### config.mk
export PLATFORM = sky130hd
export DESIGN_NAME = alu_sequencer_flat
export DESIGN_NICKNAME = d
export VERILOG_FILES = /design/src/rtl/alu_sequencer_if.sv /design/src/rtl/alu_sequencer.sv /design/src/flat_wrapper.sv
export SDC_FILE = /design/constraint.sdc
export NUM_CORES = 1
export LEC_CHECK = 0
export ABC_AREA = 1
export CAP_MARGIN = 40
export CORE_MARGIN = 2
export CORE_UTILIZATION = 30
export CTS_BUF_LIST = sky130_fd_sc_hd__clkbuf_16
export DETAILED_ROUTE_END_ITERATION = 8
export GPL_TIMING_DRIVEN = 1
export HOLD_SLACK_MARGIN = 0.15
export PLACE_DENSITY_LB_ADDON = 0.1
export SLEW_MARGIN = 20
export SYNTH_ARGS = -nofsm -noshare
export SYNTH_HDL_FRONTEND = slang
export SYNTH_SLANG_ARGS = --single-unit
### constraint.sdc
create_clock -name clk -period 2.3 [get_ports clk]
set_clock_uncertainty 0.1 [all_clocks]
set_input_delay 0.23 -clock clk [delete_from_list [all_inputs] [get_ports clk]]
set_output_delay 0.23 -clock clk [all_outputs]
set_load 0.01 [all_outputs]
### src/rtl/alu_sequencer_if.sv
// Stream and ALU signal bundle for the ALU command sequencer.
// master = sequencer side, slave = host / ALU / consumer side.
interface alu_sequencer_if #(
    parameter int bitness = 8
);
    logic [bitness-1:0] rx_data;
    logic               rx_valid;
    logic               rx_ready;

    logic [bitness-1:0] alu_num_1;
    logic [bitness-1:0] alu_num_2;
    logic [7:0]         alu_op_code;
    logic               alu_i_ready;
    logic [bitness-1:0] alu_result_Hi;
    logic [bitness-1:0] alu_result_Lo;
    logic               alu_o_ready;

    logic [bitness-1:0] tx_data;
    logic               tx_valid;
    logic               tx_ready;

    logic               busy;

    modport master (
        input  rx_data, rx_valid,
        output rx_ready,
        output alu_num_1, alu_num_2, alu_op_code, alu_i_ready,
        input  alu_result_Hi, alu_result_Lo, alu_o_ready,
        output tx_data, tx_valid,
        input  tx_ready,
        output busy
    );

    modport slave (
        output rx_data, rx_valid,
        input  rx_ready,
        input  alu_num_1, alu_num_2, alu_op_code, alu_i_ready,
        output alu_result_Hi, alu_result_Lo, alu_o_ready,
        input  tx_data, tx_valid,
        output tx_ready,
        input  busy
    );
endinterface

### src/rtl/alu_sequencer.sv
// Collects op/operand words, issues one ALU request, and streams back
// status/Hi/Lo; divide-by-zero is screened and silent ops time out.
module alu_sequencer #(
    parameter int         bitness = 8,
    parameter logic [7:0] div     = 8'b00000100,
    parameter int         timeout = 16
) (
    input  logic           clk,
    input  logic           reset,
    alu_sequencer_if.master bus
);

    localparam int timer_w = (timeout > 2) ? $clog2(timeout) : 1;
    localparam logic [timer_w-1:0] timer_last = timer_w'(timeout - 1);

    localparam logic [7:0] status_ok      = 8'h00;
    localparam logic [7:0] status_div0    = 8'h01;
    localparam logic [7:0] status_timeout = 8'h02;

    typedef enum logic [2:0] {
        GET_OP,
        GET_A,
        GET_B,
        ISSUE,
        WAIT,
        SEND_ST,
        SEND_HI,
        SEND_LO
    } state_t;

    state_t               state_reg;
    logic [7:0]           op_reg;
    logic [bitness-1:0]   num_1_reg;
    logic [7:0]           status_reg;
    logic [bitness-1:0]   hi_reg;
    logic [bitness-1:0]   lo_reg;
    logic [timer_w-1:0]   timer_reg;

    logic [bitness-1:0]   alu_num_1_reg;
    logic [bitness-1:0]   alu_num_2_reg;
    logic [7:0]           alu_op_code_reg;
    logic                 alu_i_ready_reg;
    logic                 rx_ready_reg;
    logic                 tx_valid_reg;
    logic [bitness-1:0]   tx_data_reg;
    logic                 busy_reg;

    logic rx_fire;
    logic tx_fire;

    assign rx_fire = bus.rx_valid && rx_ready_reg;
    assign tx_fire = tx_valid_reg && bus.tx_ready;

    always_ff @(posedge clk or negedge reset) begin
        if (!reset) begin
            state_reg       <= GET_OP;
            op_reg          <= '0;
            num_1_reg       <= '0;
            status_reg      <= '0;
            hi_reg          <= '0;
            lo_reg          <= '0;
            timer_reg       <= '0;
            alu_num_1_reg   <= '0;
            alu_num_2_reg   <= '0;
            alu_op_code_reg <= '0;
            alu_i_ready_reg <= 1'b0;
            rx_ready_reg    <= 1'b1;
            tx_valid_reg    <= 1'b0;
            tx_data_reg     <= '0;
            busy_reg        <= 1'b0;
        end else begin
            // The request strobe is only ever raised for the single ISSUE cycle.
            alu_i_ready_reg <= 1'b0;

            case (state_reg)
                GET_OP: begin
                    if (rx_fire) begin
                        op_reg    <= bus.rx_data[7:0];
                        busy_reg  <= 1'b1;
                        state_reg <= GET_A;
                    end
                end

                GET_A: begin
                    if (rx_fire) begin
                        num_1_reg <= bus.rx_data;
                        state_reg <= GET_B;
                    end
                end

                GET_B: begin
                    if (rx_fire) begin
                        alu_num_1_reg   <= num_1_reg;
                        alu_num_2_reg   <= bus.rx_data;
                        alu_op_code_reg <= op_reg;
                        rx_ready_reg    <= 1'b0;
                        if (op_reg == div && bus.rx_data == '0) begin
                            status_reg   <= status_div0;
                            hi_reg       <= '0;
                            lo_reg       <= '0;
                            tx_valid_reg <= 1'b1;
                            tx_data_reg  <= bitness'(status_div0);
                            state_reg    <= SEND_ST;
                        end else begin
                            alu_i_ready_reg <= 1'b1;
                            state_reg       <= ISSUE;
                        end
                    end
                end

                ISSUE: begin
                    timer_reg <= '0;
                    state_reg <= WAIT;
                end

                WAIT: begin
                    // A completion landing on the expiry edge still wins.
                    if (bus.alu_o_ready) begin
                        status_reg   <= status_ok;
                        hi_reg       <= bus.alu_result_Hi;
                        lo_reg       <= bus.alu_result_Lo;
                        tx_valid_reg <= 1'b1;
                        tx_data_reg  <= bitness'(status_ok);
                        state_reg    <= SEND_ST;
                    end else if (timer_reg == timer_last) begin
                        status_reg   <= status_timeout;
                        hi_reg       <= '0;
                        lo_reg       <= '0;
                        tx_valid_reg <= 1'b1;
                        tx_data_reg  <= bitness'(status_timeout);
                        state_reg    <= SEND_ST;
                    end else begin
                        timer_reg <= timer_reg + 1'b1;
                    end
                end

                SEND_ST: begin
                    if (tx_fire) begin
                        tx_data_reg <= hi_reg;
                        state_reg   <= SEND_HI;
                    end
                end

                SEND_HI: begin
                    if (tx_fire) begin
                        tx_data_reg <= lo_reg;
                        state_reg   <= SEND_LO;
                    end
                end

                SEND_LO: begin
                    if (tx_fire) begin
                        tx_valid_reg <= 1'b0;
                        tx_data_reg  <= '0;
                        rx_ready_reg <= 1'b1;
                        busy_reg     <= 1'b0;
                        state_reg    <= GET_OP;
                    end
                end

                default: begin
                    tx_valid_reg <= 1'b0;
                    rx_ready_reg <= 1'b1;
                    busy_reg     <= 1'b0;
                    state_reg    <= GET_OP;
                end
            endcase
        end
    end

    assign bus.rx_ready    = rx_ready_reg;
    assign bus.alu_num_1   = alu_num_1_reg;
    assign bus.alu_num_2   = alu_num_2_reg;
    assign bus.alu_op_code = alu_op_code_reg;
    assign bus.alu_i_ready = alu_i_ready_reg;
    assign bus.tx_data     = tx_data_reg;
    assign bus.tx_valid    = tx_valid_reg;
    assign bus.busy        = busy_reg;

endmodule

### src/flat_wrapper.sv
// flat-port wrapper written by rule: the top's interface ports become plain ports
module alu_sequencer_flat 
#(
    parameter int         bitness = 8,
    parameter logic [7:0] div     = 8'b00000100,
    parameter int         timeout = 16
)
  (clk, reset, bus_rx_data, bus_rx_valid, bus_rx_ready, bus_alu_num_1, bus_alu_num_2, bus_alu_op_code, bus_alu_i_ready, bus_alu_result_Hi, bus_alu_result_Lo, bus_alu_o_ready, bus_tx_data, bus_tx_valid, bus_tx_ready, bus_busy);
  alu_sequencer_if #(.bitness(bitness)) bus_i ();
  input  logic clk;
  input  logic reset;
  input wire logic [$bits(bus_i.rx_data)-1:0] bus_rx_data;
  input wire logic [$bits(bus_i.rx_valid)-1:0] bus_rx_valid;
  output wire logic [$bits(bus_i.rx_ready)-1:0] bus_rx_ready;
  output wire logic [$bits(bus_i.alu_num_1)-1:0] bus_alu_num_1;
  output wire logic [$bits(bus_i.alu_num_2)-1:0] bus_alu_num_2;
  output wire logic [$bits(bus_i.alu_op_code)-1:0] bus_alu_op_code;
  output wire logic [$bits(bus_i.alu_i_ready)-1:0] bus_alu_i_ready;
  input wire logic [$bits(bus_i.alu_result_Hi)-1:0] bus_alu_result_Hi;
  input wire logic [$bits(bus_i.alu_result_Lo)-1:0] bus_alu_result_Lo;
  input wire logic [$bits(bus_i.alu_o_ready)-1:0] bus_alu_o_ready;
  output wire logic [$bits(bus_i.tx_data)-1:0] bus_tx_data;
  output wire logic [$bits(bus_i.tx_valid)-1:0] bus_tx_valid;
  input wire logic [$bits(bus_i.tx_ready)-1:0] bus_tx_ready;
  output wire logic [$bits(bus_i.busy)-1:0] bus_busy;
  assign bus_i.rx_data = bus_rx_data;
  assign bus_i.rx_valid = bus_rx_valid;
  assign bus_rx_ready = bus_i.rx_ready;
  assign bus_alu_num_1 = bus_i.alu_num_1;
  assign bus_alu_num_2 = bus_i.alu_num_2;
  assign bus_alu_op_code = bus_i.alu_op_code;
  assign bus_alu_i_ready = bus_i.alu_i_ready;
  assign bus_i.alu_result_Hi = bus_alu_result_Hi;
  assign bus_i.alu_result_Lo = bus_alu_result_Lo;
  assign bus_i.alu_o_ready = bus_alu_o_ready;
  assign bus_tx_data = bus_i.tx_data;
  assign bus_tx_valid = bus_i.tx_valid;
  assign bus_i.tx_ready = bus_tx_ready;
  assign bus_busy = bus_i.busy;
  alu_sequencer #(.bitness(bitness), .div(div), .timeout(timeout)) u_core (.clk(clk), .reset(reset), .bus(bus_i));
endmodule
# After elaboration in Yosys (flattened, before gate mapping)
# Cells that the tools add are included.
word_totals:
  regBits: 75
  latchBits: 0
  mem_bits_rw: 0
  mem_bits_ro: 0
  input_bits: 29
  output_inout_bits: 36
  wordCells: 97
  n_memories: 0
op_classes:
  add_sub_neg: 1
  multipliers: 0
  div: 0
  n_lt_le_gt_ge: 0
  n_eq_ne: 19
  n_shift: 0
  mux: 42
  bitwise: 0
  reduce_logical: 21
op_table:
  columns: ["operator", "n"]
  rows:
  - ["8-bit 2-to-1 mux", 12]
  - ["8-bit case mux with 5 select lines", 1]
  - ["8-bit case mux with 2 select lines", 2]
  - ["3-bit 2-to-1 mux", 9]
  - ["3-bit case mux with 8 select lines", 1]
  - ["2-bit by 1-bit != test with 1-bit output (second input constant)", 7]
  - ["7-bit AND reduction", 2]
  - ["3-bit == test (second input constant)", 4]
  - ["1-bit 2-to-1 mux", 11]
  - ["3-bit AND reduction", 3]
  - ["8-bit by 3-bit == test with 1-bit output (second input constant)", 1]
  - ["8-bit logical NOT", 1]
  - ["4-bit 2-to-1 mux", 2]
  - ["4-bit case mux with 2 select lines", 1]
  - ["2-bit nonzero test", 4]
  - ["3-bit by 2-bit == test with 1-bit output (second input constant)", 2]
  - ["2-bit AND reduction", 3]
  - ["5-bit AND reduction", 1]
  - ["5-bit nonzero test", 1]
  - ["4-bit by 1-bit adder with 4-bit output (second input constant)", 1]
  - ["4-bit == test (second input constant)", 1]
  - ["2-bit != test (second input constant)", 2]
  - ["1-bit case mux with 2 select lines", 2]
  - ["4-bit AND reduction", 1]
  - ["6 further kinds", 8]

# Logic depth before layout (Yosys ltp)
# Gate-level depths: netlist (run 1).
logic_depth:
  ltp_word: 5
  depth_mapped: 10
  depth_no_buf: 9

# Worst setup path before layout (run 1)
# OpenSTA, ideal clock, no wires.
synth_path:
  kind: "register -> register"
  start: "register u_core.rx_ready_reg (netlist: u_core.bus.rx_ready)"
  end: "register u_core.tx_data_reg[0] (netlist: u_core.bus.tx_data[0])"
  setup_time_ns: 0.118
  t_arrival_ns: 1.339
  required_time_ns: 2.082
  slack_ns: 0.743
  stages_incl_launch_ff: 9
  n_path_buf: 1
  period_less_slack_ns: 1.557
  path_cell_list: "dfstp_2 nand2_1 inv_1 nor2_2 nor2_4 buf_6 nand3_4 nand2_1 nand2_1"
synth_via:
  elab_chain_cells: 3
synth_lines:
  columns: ["item", "line_no", "rtl"]
  rows:
  - ["start, declared", "alu_sequencer.sv:43", "logic rx_ready_reg;"]
  - ["start signal, assigned", "alu_sequencer.sv:67", "rx_ready_reg <= 1'b1;"]
  - ["start signal, assigned", "alu_sequencer.sv:96", "rx_ready_reg <= 1'b0;"]
  - ["start signal, assigned", "alu_sequencer.sv:155", "rx_ready_reg <= 1'b1;"]
  - ["1-bit logical AND", "alu_sequencer.sv:51", "assign rx_fire = bus.rx_valid && rx_ready_reg;"]
  - ["2-bit by 1-bit != test with 1-bit output (no line)", null, null]
  - ["7-bit AND reduction (no line)", null, null]
  - ["end signal, assigned", "alu_sequencer.sv:102", "tx_data_reg <= bitness'(status_div0);"]
  - ["end signal, assigned", "alu_sequencer.sv:123", "tx_data_reg <= bitness'(status_ok);"]
  - ["end signal, assigned", "alu_sequencer.sv:130", "tx_data_reg <= bitness'(status_timeout);"]
  - ["end, declared", "alu_sequencer.sv:45", "logic [bitness-1:0] tx_data_reg;"]
# No other way between the ends.
# A chain may end at the register's enable or synchronous reset.

# Worst setup path in the final report (run 1)
layout_path:
  start: "register u_core.state_reg[0]"
  end: "register u_core.lo_reg[1]"
layout_via:
  elab_chain_cells: 3
  elab_cells_between_ends: 8
  classes_between: "5 x eq/ne; 1 x mux; 2 x reduce/logical"
layout_lines:
  columns: ["item", "line_no", "rtl"]
  rows:
  - ["start, declared", "alu_sequencer.sv:31", "state_t state_reg;"]
  - ["start signal, assigned", "alu_sequencer.sv:56", "state_reg <= GET_OP;"]
  - ["start signal, assigned", "alu_sequencer.sv:80", "state_reg <= GET_A;"]
  - ["start signal, assigned", "alu_sequencer.sv:87", "state_reg <= GET_B;"]
  - ["3-bit == test / 3-bit by 2-bit == test with 1-bit output (equally long branches)", "alu_sequencer.sv:75", "case (state_reg)"]
  - ["3-bit by 2-bit != test with 1-bit output (no line) (tied with other cells)", null, null]
  - ["4-bit AND reduction (no line)", null, null]
  - ["end signal, assigned", "alu_sequencer.sv:121", "lo_reg <= bus.alu_result_Lo;"]
  - ["end, declared", "alu_sequencer.sv:36", "logic [bitness-1:0] lo_reg;"]
# Parallel ways exist; a longest one is shown, timed or not.

==> metrics.txt, run 1 <==
status completed; ranking of synthesized cells by area dfrtp_1 (53%), nand2_1 (20%), nand3_1 (2.7%); Overflow after GRT 0; normalized max-slew margin 0.5972; Hold Path Stages 3; static leakage between 2 and 2.5 nW; top-area cell type share of the netlist area 0.5337; RR Startpoint u_core.state_reg[0]; fmax between 500 and 600 MHz; DRT Wirelength 7865 um; clock share of power 0.484; Final Hold Slack approximately 0.34 ns; Routed Antenna Nets 0; register area share after synthesis 0.5413; Netlist Area Pre-Place between 3000 and 4000 um^2; setup slack, reg-to-reg between 0.4 and 0.5 ns; Max-cap violations 0; 1st-iter DRT viols around 180; Area Growth Syn to Fin 30.65%; GP Congestion approximately 0.77; Worst EP arrival 1.98 ns; post-synthesis cell type count 28; Die W 111.5 um; Initial Util 0.3052; CP endpoint kind register; wire per inst roughly 13 um; R2R cell count 7; # IOs 65; register area roughly 1900 um^2; register share of total power 0.475; combinational fraction of design power 0.041; Synth Instances 404; CP endpoint u_core.lo_reg[1]; Pint 2.228 mW; DRT Pass-1 Iters 4; Die Y approximately 110 um; syn_nets between 400 and 500; core area about 11,000 um^2; critical path class reg2reg; PwrDens 625.2 nW/um^2; first-pass GRT wire length approximately 14,000 um; Filler Cell Count 1,169; dpl hpwl between 5000 and 6000 um; minimum clock period 1.866 ns; VDD IR max 0.0003340 V; antenna cells 0; synth warn 0; Max FO, Critical Path 17; Max Slew Vio Count 0; FF-to-FF End u_core.lo_reg[1]; startpoint types register; period utilisation layout 0.8113; H-tree level count 3; RSZ-0062 raised after global routing false; clock sinks 75; FP Rows 39; number of global-route vias before repair about 2,800; vias ~2,700; Synth area leader dfrtp_1; Worst-Margin Slew roughly 0.6 ns; initial antenna violation count 0; final hold vios 0; Buffers on Ports 64; Via density approximately 4.4; detailed-route DRC error count 0; Nets 500; Tightest Hold Check Type in2reg; clk buf depth 2; area of the multi-input gates 1393 um^2; setup total negative slack 0 ns; CTS buffer count 9; post_cts resized 0; CTS root buffer clkbuf_16; Sw Share 0.2138; CP Launch Point u_core.state_reg[0]; clk slew on worst S/H paths about 0.060 ns; die area about 12,000 um^2; NetSw 606.0 uW; Final setup viols 0; Synth Register Bits between 70 and 80; largest net degree at the start of global routing 76; TritonCTS clock tree built; worst skew pair latency roughly 0.33 ns; Syn Area/Cell 8.588 um^2; CP required 2.42 ns; Power Total between 2 and 3 mW; layout cells sized above 1 0.1158; total track usage 0.1370
-- worst max-delay path, stage by stage, from the launching register on --
cell and delay, ns:
dfrtp_1 0.65, inv_4 0.10, nand3_4 0.13, nor2_2 0.07
nor2_4 0.28, nand3_4 0.25, nand2_1 0.13, nand2_1 0.05
-- cells in the mapped netlist, drive strengths merged --
cell type and number:
clkbuf 1, buf 13, nand3b 1, a21oi 3
ha 1, or3b 1, dfstp 1, xor2 1
dfrtp 74, o211ai 1, nand4 8, o21ai 30
nand2 192, nand3 23, nor2 32, inv 22
-- cells by family after synthesis --
group	after synthesis	share of synthesized area
fa+ha+maj	1	0.003606
compound gates	34	0.05986
simple gates	257	0.3354
buf+inv	36	0.05733
flops	75	0.5413
xor+xnor	1	0.002525
-- layout by cell type, fill, tap and decap left out --
cell type / n
a21oi_1: 3
buf_12: 2
buf_4: 3
bufinv_16: 1
clkbuf_16: 9
clkdlybuf4s50_1: 63
clkinv_2: 2
clkinvlp_4: 2
dfrtp_1: 74
dfstp_2: 1
dlygate4sd3_1: 1
ha_1: 1
inv_1: 19
inv_2: 2
inv_4: 2
inv_6: 1
nand2_1: 186
nand2_2: 4
nand2_4: 2
nand3_1: 19
nand3_4: 4
nand3b_1: 1
nand4_1: 8
nor2_1: 21
nor2_2: 5
nor2_4: 5
nor2_8: 1
o211ai_2: 1
o21ai_0: 12
o21ai_1: 10
o21ai_2: 8
or3b_1: 1
xor2_1: 1
-- per-stage QoR --
stage	setup WS, ns	util	cells	cell area, um^2
4_1_cts	0.4215	0.3987	618	4533
3_3_place_gp	0.3137	0.3721	601	4230
2_1_floorplan	0.7434	-	404	3470
6_report	0.4340	0.3987	618	4533
5_1_grt	0.2650	0.3987	618	4533
3_5_place_dp	0.2743	0.3721	601	4230
-- worst min path at each step --
stage                                     from                         to  slack (ns)
final                     bus_alu_result_Hi[4]           u_core.hi_reg[4]        0.34
after global routing      bus_alu_result_Hi[4]           u_core.hi_reg[4]        0.34
after CTS                 bus_alu_result_Hi[4]           u_core.hi_reg[4]        0.34
after detailed placement                 reset  u_core.bus.alu_op_code[1]        0.19
after global placement                   reset  u_core.bus.alu_op_code[6]        0.19
after floorplan                          reset     u_core.bus.alu_i_ready       -0.17
-- power by group through the flow --
stage	registers [mW]	logic [mW]	clock network, mW
after floorplan	1.37	0.0284	0
after global placement	1.37	0.117	0
after detailed placement	1.37	0.119	0
after CTS	1.35	0.120	1.42
after global routing	1.35	0.132	1.48
final	1.35	0.115	1.37
-- routing by layer --
layer  vias up  wire, um  track usage
met5         -         0            0
met4         0        59      0.03457
met3         5       297      0.03538
met2        48      3803       0.2374
met1      1249      3704       0.1714
li1       1408         -            -
-- timing repair --
| action | CTS | global route |
|---|---|---|
| setup endpoints to repair | 0 | 0 |
| buffers inserted | 0 | 0 |
| hold buffers | 1 | 0 |
| hold endpoints to repair | 75 | 0 |
-- layout make-up --
class	count	area share
multi-input cells	293	0.3072
clock inverters	7	0.01490
repair buffers	69	0.1551
inverters	22	0.01932
well taps	143	0.03947
clock buffers	9	0.04968
flip-flops and latches	75	0.4143
Note: power is estimated with default switching activity, not from simulation.
==> run 2: changes to the inputs <==
==> constraint.sdc (replaced) <==
create_clock -name clk -period 1.56 [get_ports clk]
set_clock_uncertainty 0.1 [all_clocks]
set_input_delay 0.156 -clock clk [delete_from_list [all_inputs] [get_ports clk]]
set_output_delay 0.156 -clock clk [all_outputs]
set_load 0.01 [all_outputs]
==> run 2 against run 1 <==
Effect of this change: the run now ends with negative setup slack left; clock power up 36%; setup slack got worse by 0.45 ns; combinational power increased by 64%; sequential power increased by 47%; via count up 9.6%; global-route usage rose by 1.1 points; wire length rose by 11%; total power grew 42%; critical path type unchanged; final area grew 11%; largest power group is now registers; first-iteration DRC count fell by 41%; hold slack worse by 0.14 ns.
==> metrics.txt, run 2 (synthesis results as in run 1) <==
status complete, but fails checks; failing checks negative setup slack; Overflow after GRT 0 (unchanged); most common cell after layout, fill and taps aside nand2_1; CP endpoint kind register; static leakage 2.470 nW (+11%); number of global-route vias before repair 2,996 (+8.4%); DRT Pass-1 Iters 4 (unchanged); 1st-iter DRT viols 103 (-41%); antenna cells 0 (unchanged); clock sinks 75 (unchanged); final hold vios 0 (unchanged); dpl ws -0.2115 ns (-0.4858 ns); startpoint types register; setup total negative slack -0.02470 ns (-0.02470 ns); detailed-route DRC error count 0 (unchanged); Max FO, Critical Path 3 (-14); Worst EP arrival 1.69 ns (-0.29 ns); Final Hold Slack 0.2019 ns (-0.1392 ns); Area Growth Syn to Fin 45.19%; clk buf depth 2 (unchanged); initial antenna violation count 0 (unchanged); Die Y 111.5 um (unchanged); Worst-Margin Slew 0.4164 ns (-0.1878 ns); # IOs 65 (unchanged); Tightest Hold Check Type in2async; largest net degree at the start of global routing 31 (-59%); final worst slack -0.01298 ns (-0.4470 ns); leading cell types in the layout, fill and taps excluded nand2_1 (172), dfrtp_1 (72), clkdlybuf4s50_1 (62); clk slew on worst S/H paths 0.06 ns (about the same); GP Congestion 0.8308 (+8.4%); DRT Wirelength 8745 um (+11%); VDD IR max 0.0005419 V (+62%); fmax 635.7 MHz (+19%); Max-cap violations 0 (unchanged); TritonCTS clock tree built; dpl hpwl 6142 um (+8.5%); Initial Util 0.3052 (unchanged); die area 12,440 um^2 (unchanged); Sw Share 0.2262 (+0.01234); Nets 552 (+10%); CTS root buffer clkbuf_16; first-pass GRT wire length 14,750 um (+7.1%); normalized max-slew margin 0.7224 (+0.1252); period utilisation layout 1.008 (+0.1970); wire per inst 13.05 um (+2.6%); layout cells sized above 1 0.2410 (+0.1252); vias 2,970 (+9.6%); Pint 3.120 mW (+40%); Die W 111.5 um (unchanged); NetSw 911.7 uW (+50%); worst skew pair latency 0.33 ns (about the same); FP Rows 39 (unchanged); core area 11,370 um^2 (unchanged); CP required 1.68 ns (-0.74 ns); total track usage 0.1483 (+0.01132); Routed Antenna Nets 0 (unchanged); placed cell count 643 (+7.0%); Max Slew Vio Count 0 (unchanged); Non-Filler Instances 670 (+8.4%); critical path class reg2reg; Via density 4.433 (+1.1%); register share of total power 0.493 (+0.018); combinational fraction of design power 0.047 (+0.006); Filler Cell Count 1,168 (-0.086%); H-tree level count 3 (unchanged); minimum clock period 1.573 ns (-0.2930 ns); clock share of power 0.460 (-0.024); PwrDens 800.3 nW/um^2 (+28%); Final setup viols 2 (+2); RSZ-0062 raised after global routing true; CTS buffer count 9 (unchanged); Buffers on Ports 64 (unchanged)
[run 2: worst max-delay path, stage by stage, from the launching register on]
cell and delay [ns]:
dfrtp_1 0.36, ha_2 0.19, nand2_2 0.07, nor2_4 0.11, nor2_4 0.07, buf_4 0.13, nor2_1 0.11, nand3b_1 0.16
nand2_1 0.10, nand2_1 0.06
[run 2: worst paths after layout]
kind,start,end,slack [ns],cells past startpoint
max,u_core.timer_reg[0],u_core.state_reg[2],-0.01,9
min,reset,u_core.bus.alu_op_code[0],0.20,2
max reg2reg,u_core.timer_reg[0],u_core.state_reg[2],-0.01,9
min reg2reg,u_core.bus.alu_num_1[4],u_core.bus.alu_num_1[4],0.37,2
max in group asynchronous,reset,u_core.state_reg[0],0.62,3
min in group clk,bus_alu_result_Hi[5],u_core.hi_reg[5],0.26,3
[run 2: final cells by class]
class | instances | area (um^2) | share of cell area
flip-flops and latches | 75 | 1881 | 0.3733
multi-input cells | 297 | 1505 | 0.2988
repair buffers | 117 | 1124 | 0.2231
clock buffers | 9 | 225.2 | 0.04471
well taps | 143 | 178.9 | 0.03552
inverters | 22 | 87.58 | 0.01739
clock inverters | 7 | 36.28 | 0.007203
[run 2: layer usage]
layer / vias to the layer above / share of wire / GRT usage
li1: 1524 / - / -
met1: 1376 / 0.47 / 0.1895
met2: 60 / 0.48 / 0.2467
met3: 10 / 0.041 / 0.03647
met4: 0 / 0.015 / 0.05103
met5: - / 0 / 0
[run 2: what timing repair did]
| item | in CTS | in global routing |
|---|---|---|
| pin swaps | 3 | 4 |
| hold endpoints to repair | 75 | 0 |
| resized for setup | 12 | 22 |
| setup endpoints to repair | 42 | 43 |
| buffers inserted | 4 | 2 |
| hold buffers | 1 | 0 |
| cloned | 2 | 2 |
[run 2: power groups by stage]
| stage | Clock [mW] | Sequential (mW) | Combinational [mW] |
|---|---|---|---|
| floorplan | 0 | 2.02 | 0.0419 |
| global placement | 0 | 2.02 | 0.183 |
| CTS | 1.90 | 1.98 | 0.192 |
| global route | 2.02 | 1.99 | 0.215 |
| detailed placement | 0 | 2.02 | 0.188 |
| finish | 1.86 | 1.99 | 0.189 |
[run 2: per-stage QoR]
step | util | power [mW] | cell area [um^2]
5_1_grt | 0.4431 | 4.220 | 5037
2_1_floorplan | - | 2.057 | 3470
6_report | 0.4431 | 4.031 | 5037
3_5_place_dp | 0.4042 | 2.207 | 4596
3_3_place_gp | 0.4042 | 2.203 | 4596
4_1_cts | 0.4351 | 4.074 | 4947
==> RTL edit 1: new RTL, flow settings as in run 2 <==
Encoding of `state_t`: now one-hot (8 bits for 8 states).
--- a/src/rtl/alu_sequencer.sv
+++ b/src/rtl/alu_sequencer.sv
@@ -18,13 +18,13 @@
     localparam logic [7:0] status_timeout = 8'h02;
 
-    typedef enum logic [2:0] {
-        GET_OP,
-        GET_A,
-        GET_B,
-        ISSUE,
-        WAIT,
-        SEND_ST,
-        SEND_HI,
-        SEND_LO
+    typedef enum logic [7:0] {
+        GET_OP  = 8'b00000001,
+        GET_A   = 8'b00000010,
+        GET_B   = 8'b00000100,
+        ISSUE   = 8'b00001000,
+        WAIT    = 8'b00010000,
+        SEND_ST = 8'b00100000,
+        SEND_HI = 8'b01000000,
+        SEND_LO = 8'b10000000
     } state_t;
 
Check against the original RTL: no difference found for any inputs over 10 cycles, from zero or initial values and one cycle with reset low; not proved beyond that.
==> RTL edit 1 against run 2 <==
The flow still finishes with violations (setup timing); core utilization rose by 3.6 points; worst setup slack got worse by 0.14 ns; die area rose by 4.2%; sequential share of layout area fell by 2.2 points; fmax fell by 8.2%; via count rose by 6.6%; synthesized area rose by 4.3%; design area rose by 13%; wire length rose by 9.8%; cell count rose by 5.8%; sequential cell count rose by 5.
Power is not compared: it rests on default switching activity, and its combinational part moved more than twofold at a synthesized area within 25%.
==> RTL edit 1: results (changes against run 2) <==
The flow ran to the end, but the final reports show violations. The final reports fail on setup timing. The quantity of I/O buffers inserted on ports is 64 (unchanged). The fraction of final layout cells sized beyond drive strength 1 came out at 36.7% (+13 points).

The arrival time of data at the critical path endpoint is 1.83 ns (+0.14 ns). The via count of the first global-routing pass came out at 3078 (+2.7%). The fraction of synthesized area in multiplexers came out at 4.87% (+4.9 points). The overall fraction of global-route tracks in use was 15.3% (+0.49 points). The worst setup path is launched from a register. The class of the most critical hold timing path is input pin to async pin.

The level count of the clock H-tree is 3 (unchanged). The total cell area at the placement stage is 4860 sq um (+5.7%). The number of nets produced by synthesis is 452 (+4.1%). The estimated wirelength of the detail-placed design is 6.44 mm (+4.9%).

The routability congestion estimate from global placement was 0.764 (-8.0%). The number of fillers in the final layout was 1195 (+2.3%). The count of unique library cells instantiated by Yosys came out at 30 (+7.1%).

The maximum single-stage delay on the critical path is 0.42 ns (+0.06 ns). The xor and xnor fraction of the mapped netlist area came out at 0% (-0.25 points). The average cell area after synthesis is 8.58 sq um (-0.12%). Summed over all cells, the static leakage comes to about 2.8 nW. The post-synthesis compound-gate area fraction is 4.63% (-1.4 points).

The first-pass GRT wire length was 15.5 mm (+5.2%). The total setup violations reported at the end of the flow is 66 (+64). The maximum number of pins on one net before global-route repair is 52 (+68%).

The total wire length after detailed routing came out at 9.60 mm (+9.8%). The met1 layer usage reported by global route came out at 21.8% (+2.9 points). The non-filler instance count after layout is 709 (+5.8%).

The largest fanout on the critical path came out at 15 (+12). The synthesized-area fraction occupied by adder cells was 0.346% (-0.015 points). The worst setup path endpoint is u_core.bus.alu_op_code[6]$_DFFE_PN0P_.

The pre-CTS worst setup slack came to -0.323 ns (-0.112 ns). The via count is 3167 (+6.6%). The commonest cells after synthesis are nand2_1 (169), dfrtp_1 (78), nor2_1 (35). The clock buffer count from CTS is 9 (unchanged). The final-layout setup total negative slack came to -5.95 ns (-5.93 ns).

The net count reported at finish came out at 587 (+6.3%). The met2 global-route usage came out at 23.5% (-1.2 points). The smallest setup slack after layout is -0.154 ns (-0.141 ns). By area the synthesized netlist is led by dfrtp_1 (54%), nand2_1 (18%), mux2_2 (4.0%), nor2_1 (3.6%), o21ai_0 (3.6%). The actual transition at the worst max-transition pin is 0.288 ns (-0.128 ns).

The met3 demand-to-capacity share in global routing came out at 2.28% (-1.4 points). The number of DRC markers after the initial detailed-route iteration came out at 102 (-0.97%). The placed instance count came out at 677 (+5.3%). The startpoint identified for the worst register-to-register timing path is u_core.state_reg[1]$_DFFE_PN0P_.
RTL edit 1: changes by cell type after synthesis, sizes merged, moves of 3 or more:
cell          run 2  this run
buf              13         7
nand4             8         4
dfrtp            74        78
inv              22        35
mux2              0        15
nand2           192       171
nor3              0         3
nor2             32        43
RTL edit 1: final cells by class:
cell class / count / area, sq um / share of cell area (%)
clock buffer: 9 / 225 / 3.95
clock inverter: 7 / 72.6 / 1.27
inverter: 35 / 144 / 2.52
multi-input combinational: 300 / 1800 / 31.5
sequential: 80 / 2010 / 35.2
tap: 147 / 184 / 3.23
timing repair buffer: 131 / 1270 / 22.4
RTL edit 1: worst min path at each step:
stage | from | to | slack [ns] | cells past startpoint
after floorplan | reset | u_core.bus.alu_i_ready$_DFF_PN0_ | -0.24 | 0
after global placement | reset | u_core.bus.alu_num_1[7]$_DFFE_PN0P_ | 0.03 | 2
after detailed placement | reset | u_core.bus.alu_num_1[7]$_DFFE_PN0P_ | 0.03 | 2
after CTS | reset | u_core.num_1_reg[7]$_DFFE_PN0P_ | 0.23 | 3
after global routing | reset | u_core.num_1_reg[7]$_DFFE_PN0P_ | 0.24 | 3
final | reset | u_core.num_1_reg[7]$_DFFE_PN0P_ | 0.22 | 3
RTL edit 1: power by group:
group,switching [mW],total (mW),internal (mW)
clock network,0.861,2.10,1.24
logic,1.20,2.54,1.34
registers,0.318,2.91,2.60
RTL edit 1: layer usage:
metal  up-vias  share of wire (%)
met2        37                 48
li1       1613                  -
met3         9                2.2
met1      1508                 49
met5         -                  0
met4         0                1.4
RTL edit 1: timing repair:
item	in CTS	in global routing
buffers inserted	4	6
cloned	3	2
resized for setup	68	70
setup endpoints to repair	76	76
hold buffers	1	0
pin swaps	29	15
hold endpoints to repair	80	0
==> RTL edit 2: new RTL, flow settings as in run 2 <==
Made on the original files. `bitness` is set to 8 in 3 places; all go to 16.
--- a/src/rtl/alu_sequencer_if.sv
+++ b/src/rtl/alu_sequencer_if.sv
@@ -2,5 +2,5 @@
 // master = sequencer side, slave = host / ALU / consumer side.
 interface alu_sequencer_if #(
-    parameter int bitness = 8
+    parameter int bitness = 16
 );
     logic [bitness-1:0] rx_data;
--- a/src/rtl/alu_sequencer.sv
+++ b/src/rtl/alu_sequencer.sv
@@ -2,5 +2,5 @@
 // status/Hi/Lo; divide-by-zero is screened and silent ops time out.
 module alu_sequencer #(
-    parameter int         bitness = 8,
+    parameter int         bitness = 16,
     parameter logic [7:0] div     = 8'b00000100,
     parameter int         timeout = 16
--- a/src/flat_wrapper.sv
+++ b/src/flat_wrapper.sv
@@ -2,5 +2,5 @@
 module alu_sequencer_flat 
 #(
-    parameter int         bitness = 8,
+    parameter int         bitness = 16,
     parameter logic [7:0] div     = 8'b00000100,
     parameter int         timeout = 16
Ports: changed (6 resized); port bits go from 65 to 113. No check against the original RTL was run, so the function may have changed too.
==> RTL edit 2 against run 2 <==
The flow still finishes with violations (setup timing); global-route usage up 0.45 points; synthesized area up 50%; sequential cell count up 48; design area up 53%; clock power up 95%; total power up 78%; largest power group is now clock; wire length up 60%; largest cell class unchanged; worst setup slack worse by 0.082 ns.
==> RTL edit 2: results (changes against run 2) <==
The clock latency reported for the late side of the worst-skew pair came out at 0.41 ns (+0.08 ns). The number of fillers in the final layout came out at 1710 (+46%). The maximum single-stage delay on the critical path is 0.38 ns (+0.02 ns).

The via count is 4447 (+50%). The tightest min-delay check is of the input pin to register type. The worst register-to-register path begins at u_core.timer_reg[1]$_DFFE_PN0P_. The met2 wire length came to 6.75 mm (+61%). The routability congestion estimate from global placement came out at 0.776 (-6.6%). The total cell area at the placement stage came out at 6880 sq um (+50%). The peak supply drop is 0.000709 V (+31%). The total setup violations reported at the end of the flow is 75 (+73).

The xor and xnor fraction of the mapped netlist area is 0.336% (+0.084 points). The endpoint identified for the worst register-to-register timing path is u_core.lo_reg[11]$_DFFE_PN0P_. The maximum number of pins on one net before global-route repair is 48 (+55%). In the post-synthesis netlist, the biggest area contributors are dfrtp_1 (59%), nand2_1 (22%), o21ai_0 (3.3%), nand4_1 (2.3%), nor2_1 (1.9%). The flow ran to the end, but the final reports show violations. The via count of the first global-routing pass came out at 4329 (+44%). The number of nets produced by synthesis was 665 (+53%). The arrival time of data at the critical path endpoint was 1.85 ns (+0.16 ns).

The checks that failed: setup timing. The post-synthesis compound-gate area fraction came to 4.95% (-1.0 points). The level count of the clock H-tree is 4 (+1).

The fraction of final layout cells sized beyond drive strength 1 was 16.2% (-7.9 points). The leakage power figure is 4.24 nW (+72%). The area of combinational cells with multiple inputs came out at 1950 sq um (+30%).

The quantity of I/O buffers inserted on ports is 112 (+75%). The overall fraction of global-route tracks in use came out at 15.3% (+0.45 points). The smallest setup slack after layout was -0.0946 ns (-0.0816 ns). The net count reported at finish is 827 (+50%). The largest fanout on the critical path came out at 16 (+13).

The clock buffer count from CTS came out at 17 (+8). The relative max-transition margin came to 76.9% (+4.7 points). The estimated wirelength of the detail-placed design is 9.25 mm (+51%).
## RTL edit 2: cell count changes after synthesis, moves of 3 or more
cell	delta
inv_1	+6
nor2_1	+6
dfrtp_1	+48
nand3_1	-10
o21ai_0	+22
nand2_1	+125
o21ai_2	-8
nor2_4	-3
o21ai_1	+4
clkbuf_1	+5
nand4_1	+11
buf_2	+5
## RTL edit 2: worst max-delay path, delay by kind of cell (launching register included)
family,cells,cell delay [ns]
adder cells (fa/ha/maj),1,0.20
AND/OR/NAND/NOR,6,0.55
buffers and inverters,2,0.32
flip-flops,1,0.38
## RTL edit 2: how the worst min path moves through the flow
stage	end	slack, ns	start
2_1_floorplan	u_core.bus.alu_i_ready$_DFF_PN0_	-0.24	reset
3_3_place_gp	u_core.bus.alu_num_1[13]$_DFFE_PN0P_	-0.02	reset
3_5_place_dp	u_core.bus.alu_num_1[12]$_DFFE_PN0P_	-0.03	reset
4_1_cts	u_core.hi_reg[15]$_DFFE_PN0P_	0.16	bus_alu_result_Hi[15]
5_1_grt	u_core.hi_reg[14]$_DFFE_PN0P_	0.18	bus_alu_result_Hi[14]
6_report	u_core.lo_reg[7]$_DFFE_PN0P_	0.18	bus_alu_result_Lo[7]
## RTL edit 2: repair_timing
| action | in CTS | in global routing |
|---|---|---|
| gates resized for setup | 59 | 46 |
| buffers inserted | 1 | 4 |
| pin swaps | 2 | 3 |
| setup endpoints to repair | 115 | 104 |
| hold endpoints to repair | 123 | 0 |
| hold buffers | 2 | 0 |
| cloned | 1 | 6 |
## RTL edit 2: final cells by class
type,instances,share of cell area [%]
clock buffer,17,5.53
tap,225,3.66
inverter,28,1.46
sequential,123,40.1
clock inverter,13,1.46
multi-input combinational,435,25.4
timing repair buffer,168,22.4
## RTL edit 2: routing by layer
metal | track usage [%] | up-vias
li1 | - | 2244
met3 | 4.04 | 10
met4 | 5.03 | 0
met2 | 24.4 | 107
met5 | 0 | -
met1 | 20.2 | 2086
## RTL edit 2: through the flow
step	cells	TNS, ns	setup slack, ns
6_report	1009	-3.27	-0.0946
5_1_grt	1009	-11.71	-0.181
4_1_cts	999	-1.19	-0.0530
3_5_place_dp	965	-23.53	-0.482
3_3_place_gp	965	-21.26	-0.427
2_1_floorplan	611	0	0.0460
## RTL edit 2: power by group
group / internal [mW] / switching (mW) / leakage, nW
Combinational: 0.162 / 0.134 / 2.31
Clock: 2.28 / 1.33 / 0.267
Sequential: 3.24 / 0.0279 / 1.67
## RTL edit 2: cell families after synthesis
family          count (synthesis)
simple gates                  380
flops                         123
buf+inv                        54
compound gates                 51
xor+xnor                        2
fa+ha+maj                       1
